--- src/rtl/farm_sensor_pkg.sv ---
// Shared types and constants for the farm-road sensor front end.
package farm_sensor_pkg;

    typedef enum logic [1:0] {
        IDLE  = 2'd0,
        ARM   = 2'd1,
        REQ   = 2'd2,
        SERVE = 2'd3
    } state_t;

    localparam int unsigned DEB_CYC_DEF  = 4;
    localparam int unsigned PASS_CYC_DEF = 3;
    localparam int unsigned REQ_DLY_DEF  = 2;
    localparam int unsigned CNT_W_DEF    = 4;

    // Timer width able to hold 0..x-1; never narrower than one bit.
    function automatic int unsigned tmr_w(input int unsigned x);
        int unsigned v;
        v = (x < 2) ? 2 : x;
        return $clog2(v);
    endfunction

endpackage

--- src/rtl/sensor_debounce.sv ---
// Two-flop synchronizer, debounce counter and registered arrival pulse.
module sensor_debounce
    import farm_sensor_pkg::*;
#(
    parameter int unsigned DEB_CYC = DEB_CYC_DEF
) (
    input  logic clk,
    input  logic rst,
    input  logic din,
    output logic lvl,
    output logic rise
);
    localparam int unsigned W = tmr_w(DEB_CYC);

    logic         r_s1, r_s2, r_lvl, r_rise;
    logic [W-1:0] r_cnt;
    logic         w_diff, w_flip;

    assign w_diff = (r_s2 != r_lvl);
    assign w_flip = w_diff && (r_cnt == W'(DEB_CYC - 1));

    // Plain flop chain into the clock domain, nothing between the stages.
    always_ff @(posedge clk or posedge rst) begin
        if (rst) begin
            r_s1 <= 1'b0;
            r_s2 <= 1'b0;
        end else begin
            r_s1 <= din;
            r_s2 <= r_s1;
        end
    end

    // Level flips only after DEB_CYC consecutive disagreeing samples.
    always_ff @(posedge clk or posedge rst) begin
        if (rst) begin
            r_cnt  <= '0;
            r_lvl  <= 1'b0;
            r_rise <= 1'b0;
        end else begin
            r_rise <= w_flip && r_s2;
            if (!w_diff || w_flip) begin
                r_cnt <= '0;
            end else begin
                r_cnt <= r_cnt + W'(1);
            end
            if (w_flip) begin
                r_lvl <= r_s2;
            end
        end
    end

    assign lvl  = r_lvl;
    assign rise = r_rise;

endmodule

--- src/rtl/farm_sensor_ctrl.sv ---
// Farm-road vehicle queue: counts arrivals/departures and raises request c.
module farm_sensor_ctrl
    import farm_sensor_pkg::*;
#(
    parameter int unsigned DEB_CYC  = DEB_CYC_DEF,
    parameter int unsigned PASS_CYC = PASS_CYC_DEF,
    parameter int unsigned REQ_DLY  = REQ_DLY_DEF,
    parameter int unsigned CNT_W    = CNT_W_DEF
) (
    input  logic             clk,
    input  logic             rst,
    input  logic             sensor_raw,
    input  logic             FG,
    output logic             c,
    output logic [CNT_W-1:0] car_cnt,
    output logic             det_pulse,
    output logic             ovf
);
    localparam int unsigned      PASS_W   = tmr_w(PASS_CYC);
    localparam int unsigned      ARM_W    = tmr_w(REQ_DLY);
    localparam logic [CNT_W-1:0] CNT_MAX  = {CNT_W{1'b1}};
    localparam logic [CNT_W-1:0] CNT_ZERO = '0;

    logic              w_lvl, w_rise, w_arr, w_dep, w_cnt_nz;
    state_t            r_state, w_state_nx;
    logic              r_c, w_c_nx, r_det, r_ovf, w_ovf_nx;
    logic [CNT_W-1:0]  r_cnt, w_cnt_nx;
    logic [PASS_W-1:0] r_pass, w_pass_nx;
    logic [ARM_W-1:0]  r_arm, w_arm_nx;

    sensor_debounce #(
        .DEB_CYC (DEB_CYC)
    ) u_deb (
        .clk  (clk),
        .rst  (rst),
        .din  (sensor_raw),
        .lvl  (w_lvl),
        .rise (w_rise)
    );

    // rise is only asserted in the first cycle the debounced level is high.
    assign w_arr    = w_rise && w_lvl;
    assign w_cnt_nz = (r_cnt != CNT_ZERO);
    assign w_dep    = FG && w_cnt_nz && (r_pass == PASS_W'(PASS_CYC - 1));

    // Queue count: simultaneous arrival and departure cancel out.
    always_comb begin
        w_cnt_nx = r_cnt;
        w_ovf_nx = r_ovf;
        if (w_arr && !w_dep) begin
            if (r_cnt == CNT_MAX) begin
                w_ovf_nx = 1'b1;
            end else begin
                w_cnt_nx = r_cnt + CNT_W'(1);
            end
        end else if (w_dep && !w_arr) begin
            if (w_cnt_nz) begin
                w_cnt_nx = r_cnt - CNT_W'(1);
            end
        end
    end

    // Departure timer runs only while farm green and someone is waiting.
    always_comb begin
        w_pass_nx = '0;
        if (FG && w_cnt_nz && !w_dep) begin
            w_pass_nx = r_pass + PASS_W'(1);
        end
    end

    // Request FSM; c follows the state being left, so REQ shows c one edge later
    // while SERVE drops c on the same edge the queue empties.
    always_comb begin
        w_state_nx = r_state;
        w_arm_nx   = '0;
        w_c_nx     = 1'b0;
        case (r_state)
            IDLE: begin
                if (w_cnt_nx != CNT_ZERO) begin
                    w_state_nx = ARM;
                end
            end
            ARM: begin
                if (FG) begin
                    w_state_nx = SERVE;
                end else if (r_arm == ARM_W'(REQ_DLY - 1)) begin
                    w_state_nx = REQ;
                end else begin
                    w_arm_nx = r_arm + ARM_W'(1);
                end
            end
            REQ: begin
                w_c_nx = 1'b1;
                if (FG) begin
                    w_state_nx = SERVE;
                end
            end
            SERVE: begin
                w_c_nx = (w_cnt_nx != CNT_ZERO);
                if (!FG) begin
                    w_state_nx = (w_cnt_nx != CNT_ZERO) ? REQ : IDLE;
                end
            end
            default: begin
                w_state_nx = IDLE;
            end
        endcase
    end

    // State, request and timer registers.
    always_ff @(posedge clk or posedge rst) begin
        if (rst) begin
            r_state <= IDLE;
            r_c     <= 1'b0;
            r_arm   <= '0;
        end else begin
            r_state <= w_state_nx;
            r_c     <= w_c_nx;
            r_arm   <= w_arm_nx;
        end
    end

    // Queue count, sticky overflow, departure timer and arrival pulse.
    always_ff @(posedge clk or posedge rst) begin
        if (rst) begin
            r_cnt  <= '0;
            r_ovf  <= 1'b0;
            r_pass <= '0;
            r_det  <= 1'b0;
        end else begin
            r_cnt  <= w_cnt_nx;
            r_ovf  <= w_ovf_nx;
            r_pass <= w_pass_nx;
            r_det  <= w_arr;
        end
    end

    assign c         = r_c;
    assign car_cnt   = r_cnt;
    assign det_pulse = r_det;
    assign ovf       = r_ovf;

endmodule

--- config.mk ---
export PLATFORM = sky130hd
export DESIGN_NAME = farm_sensor_ctrl
export DESIGN_NICKNAME = d
export VERILOG_FILES = /design/src/rtl/farm_sensor_pkg.sv /design/src/rtl/sensor_debounce.sv /design/src/rtl/farm_sensor_ctrl.sv
export SDC_FILE = /design/constraint.sdc
export NUM_CORES = 1
export LEC_CHECK = 0
export ABC_AREA = 1
export BUFFER_PORTS_ARGS = -buffer_cell sky130_fd_sc_hd__buf_2
export CORE_UTILIZATION = 50
export DETAILED_ROUTE_END_ITERATION = 8
export PLACE_DENSITY_LB_ADDON = 0.2
export SETUP_SLACK_MARGIN = 0.02
export SLEW_MARGIN = 25
export SYNTH_ARGS = -nofsm -noshare
export SYNTH_HDL_FRONTEND = slang
export SYNTH_HIERARCHICAL = 1
export SYNTH_SLANG_ARGS = --single-unit
--- constraint.sdc ---
create_clock -name clk -period 1.6 [get_ports clk]
set_input_delay 0.32 -clock clk [delete_from_list [all_inputs] [get_ports clk]]
set_output_delay 0.32 -clock clk [all_outputs]
set_load 0.02 [all_outputs]
==> metrics.md <==
| Metric | Value |
|---|---|
| Synthesized instance count | 114 |
| Via count | between 700 and 800 |
| Rel. slew slack | 66.64% |
| Die footprint | roughly 2000 sq um |
| DP HPWL | 1349 um |
| Layout cells sized above 1 | 28.47% |
| # placed instances | 153 |
| Prevailing post-synth register cell | dfrtp_1 |
| Largest net degree at the start of global routing | 13 |
| Async set-reset flop share out of synthesis | 100.0% |
| Area of the multi-input gates | 439.2 sq um |
| Initial antenna violation count | 0 |
| Min-delay worst type | in2reg |
| FF-to-FF End | r_state[1] |
| Leakage power | 0.0006201 uW |
| Violations in the final reports | setup timing |
| First-pass GRT wire length | between 3000 and 4000 um |
| Minimum clock period | 1.659 ns |
| Crit-path max FO | 5 |
| R2r startpoint | car_cnt[0] |
| TritonCTS clock tree | built |
| Final Slew Violations | 0 |
| Synthesis warning total | 6 |
| Total CTS buffers | 3 |
| 1st-pass router iterations | 4 |
| Number of fill cells in the layout | ~150 |
| Pre-CTS setup slack | -0.03920 ns |
| Final Power | 2061 uW |
| Synth area leader | dfrtp_1 |
| Max Buffers Root-to-Sink | 2 |
| Port Buffers | 10 |
| Chip height | 45.27 um |
| Synth Register Bits | 18 |
| Avg WL per Cell | 11.70 um |
| Post-Syn Area | slightly above 900 sq um |
| Critical path type | reg2reg |
| Final worst setup slack | -0.05936 ns |
| Critical Path AT | 1.87 ns |
| GRT overflow | 0 |
| Sequential area share after synthesis | between 40% and 50% |
| Drt via density | about 4.9 |
| DRC Markers | 0 |
| Element type at the critical path end | register |
| Reg2reg setup slack | -0.06 ns |
| Non-filler cells, final | 162 |
| RD Place Congestion | 0.8705 |
| Status | finished with violations |
| Pwr dens | 1791 nW/um^2 |
| Initial drt markers | 31 |
| Num rows | 15 |
| RSZ-0062 raised after global routing | yes |
| # diodes | 0 |
| Boundary Pins | 11 |
| Final setup fails | 3 |
| Distinct cells, synth | 18 |
| Core area | 1745 sq um |
| Worst Path Required | 1.81 ns |
| Hold path startpoint | sensor_raw |
| Count leader, synth | nand2_1 |
| Final Util | 65.95% |
| Vias in the first global route | 744 |
| Worst-case reg-to-reg path depth | 12 |
| Worst slew pin tran | approximately 0.50 ns |
| Final ANT Viol Nets | 0 |
| Worst VDD drop | 954.3 uV |
| Starting density of the core | between 50 and 60% |
| Drt total wl | 1895 um |
| Hold Crit Depth | 1 |
| Global-route usage over all layers | 21.61% |
| Post-Syn Nets | 122 |
| Synth-to-Final Area Change | 22.99% |
| Final setup skew | 0.02051 ns |
| Nets | approximately 150 |
| Sequential cell area | 452.9 sq um |
| Crit start category | register |
| Htree depth | 1 |
| Commonest cells post-synth | nand2_1, inv_1, dfrtp_1 |
| MaxCap Viol Count | 0 |
| Worst Hold Endpoint | u_deb/r_s1 |
| Period utilisation layout | 103.7% |
| Clock-pin slew on the worst setup and hold paths | 0.12 ns |
| Fmax | 602.6 MHz |
| Avg Cell Area, Syn | 8.210 sq um |
| Clock insertion delay at the later pin of the skew report | 0.31 ns |
| Clock root buffer | clkbuf_4 |
| Number of flops mapped to enable cells by yosys | 0 |
| CTS Sinks | 18 |
| Final number of hold-violating endpoints | 0 |
| Top cell type's share of synthesized area | 48.13% |
| Die X | 45.27 um |
| Area contributors post-synth | dfrtp_1, nand2_1, inv_1 |
-- cells in the final DEF (no fill, tap or decap), drive strengths merged --
cell         instances
a21oi                3
buf                 18
clkbuf               4
dfrtp               18
dlygate4sd3          1
ha                   4
inv                 19
nand2               35
nand3               11
nand3b               1
nand4                1
nor2                12
nor3                 3
o21ai                5
o21bai               1
xnor2                1
-- report_power, final --
group / total, uW / switching, uW / internal (uW) / leakage (uW)
clock network: 289 / 151 / 139 / 0.0000210
registers: 717 / 116 / 601 / 0.000222
logic: 1050 / 621 / 434 / 0.000377
total: 2060 / 888 / 1170 / 0.000620
-- per-stage QoR --
step	hold slack (ns)	setup TNS (ns)	instance area, sq um
finish	0.1260	-0.1502	1151
global placement	0.2491	0	1067
CTS	0.1177	-0.01898	1129
global route	0.1034	-0.5143	1151
detailed placement	0.2476	-0.05688	1067
floorplan	0.1110	0	955.9
-- state kept, by name (all words and copies together), names as in the netlist, 2 cells and up --
signal / flops
r_state: 2
u_deb/r_cnt: 2
r_pass: 2
car_cnt: 4
-- worst max-delay path: stages, from the launching register on --
cell and delay [ns]:
dfrtp_2 0.42, inv_2 0.06, ha_4 0.16, nand2_4 0.08
nand3_4 0.12, nor2_4 0.15, nand2_1 0.08, nand3_1 0.07
nand2_1 0.08, nor2_2 0.13, nand2_1 0.08, nand2_2 0.07
nand3_2 0.06
-- layer usage --
| layer | vias to the layer above | share of wire, % | wire length [um] | track usage (%) |
|---|---|---|---|---|
| met5 | - | 0 | 0 | 0 |
| met4 | 0 | 0.95 | 18 | 5.455 |
| met3 | 3 | 4.0 | 75 | 4.800 |
| met2 | 19 | 50 | 944 | 36.81 |
| met1 | 376 | 45 | 857 | 27.79 |
| li1 | 399 | - | - | - |
-- cells by family (layout without fill, tap and decap cells) --
logic type	after synthesis	after routing	share of synthesized area, %
buffers and inverters	19	42	7.620
xor gates and xnor gates	1	1	0.9360
DFF	18	18	48.13
and+or+nand+nor	63	63	32.89
adders and majority gates	4	4	5.348
AOI/OAI and AO/OA	9	9	5.080
-- cell type report --
class / instances / share of cell area [%]
inverter: 19 / 6.196
tap: 25 / 2.717
timing repair buffer: 19 / 10.43
clock buffer: 4 / 3.152
sequential: 18 / 39.35
multi-input combinational: 77 / 38.15
-- what timing repair did --
| item | 4_1_cts | 5_1_grt |
|---|---|---|
| hold buffers | 1 | 0 |
| cloned | 0 | 0 |
| resized for setup | 0 | 2 |
| hold endpoints to repair | 6 | 0 |
| setup buffers | 2 | 2 |
| endpoints found under the setup margin | 3 | 3 |
| pin swaps | 2 | 0 |
-- worst max path at each step --
stage                          start          to  slack, ns  depth (start not counted)
after floorplan           car_cnt[1]  r_state[1]       0.01                         12
after global placement    car_cnt[1]  r_state[0]       0.03                         12
after detailed placement  car_cnt[1]  r_state[1]      -0.04                         12
after CTS                 car_cnt[1]  r_state[1]      -0.02                         12
after global routing      car_cnt[0]  r_state[1]      -0.18                         12
final                     car_cnt[0]  r_state[1]      -0.06                         12
Power figures use the tool's default switching activity.
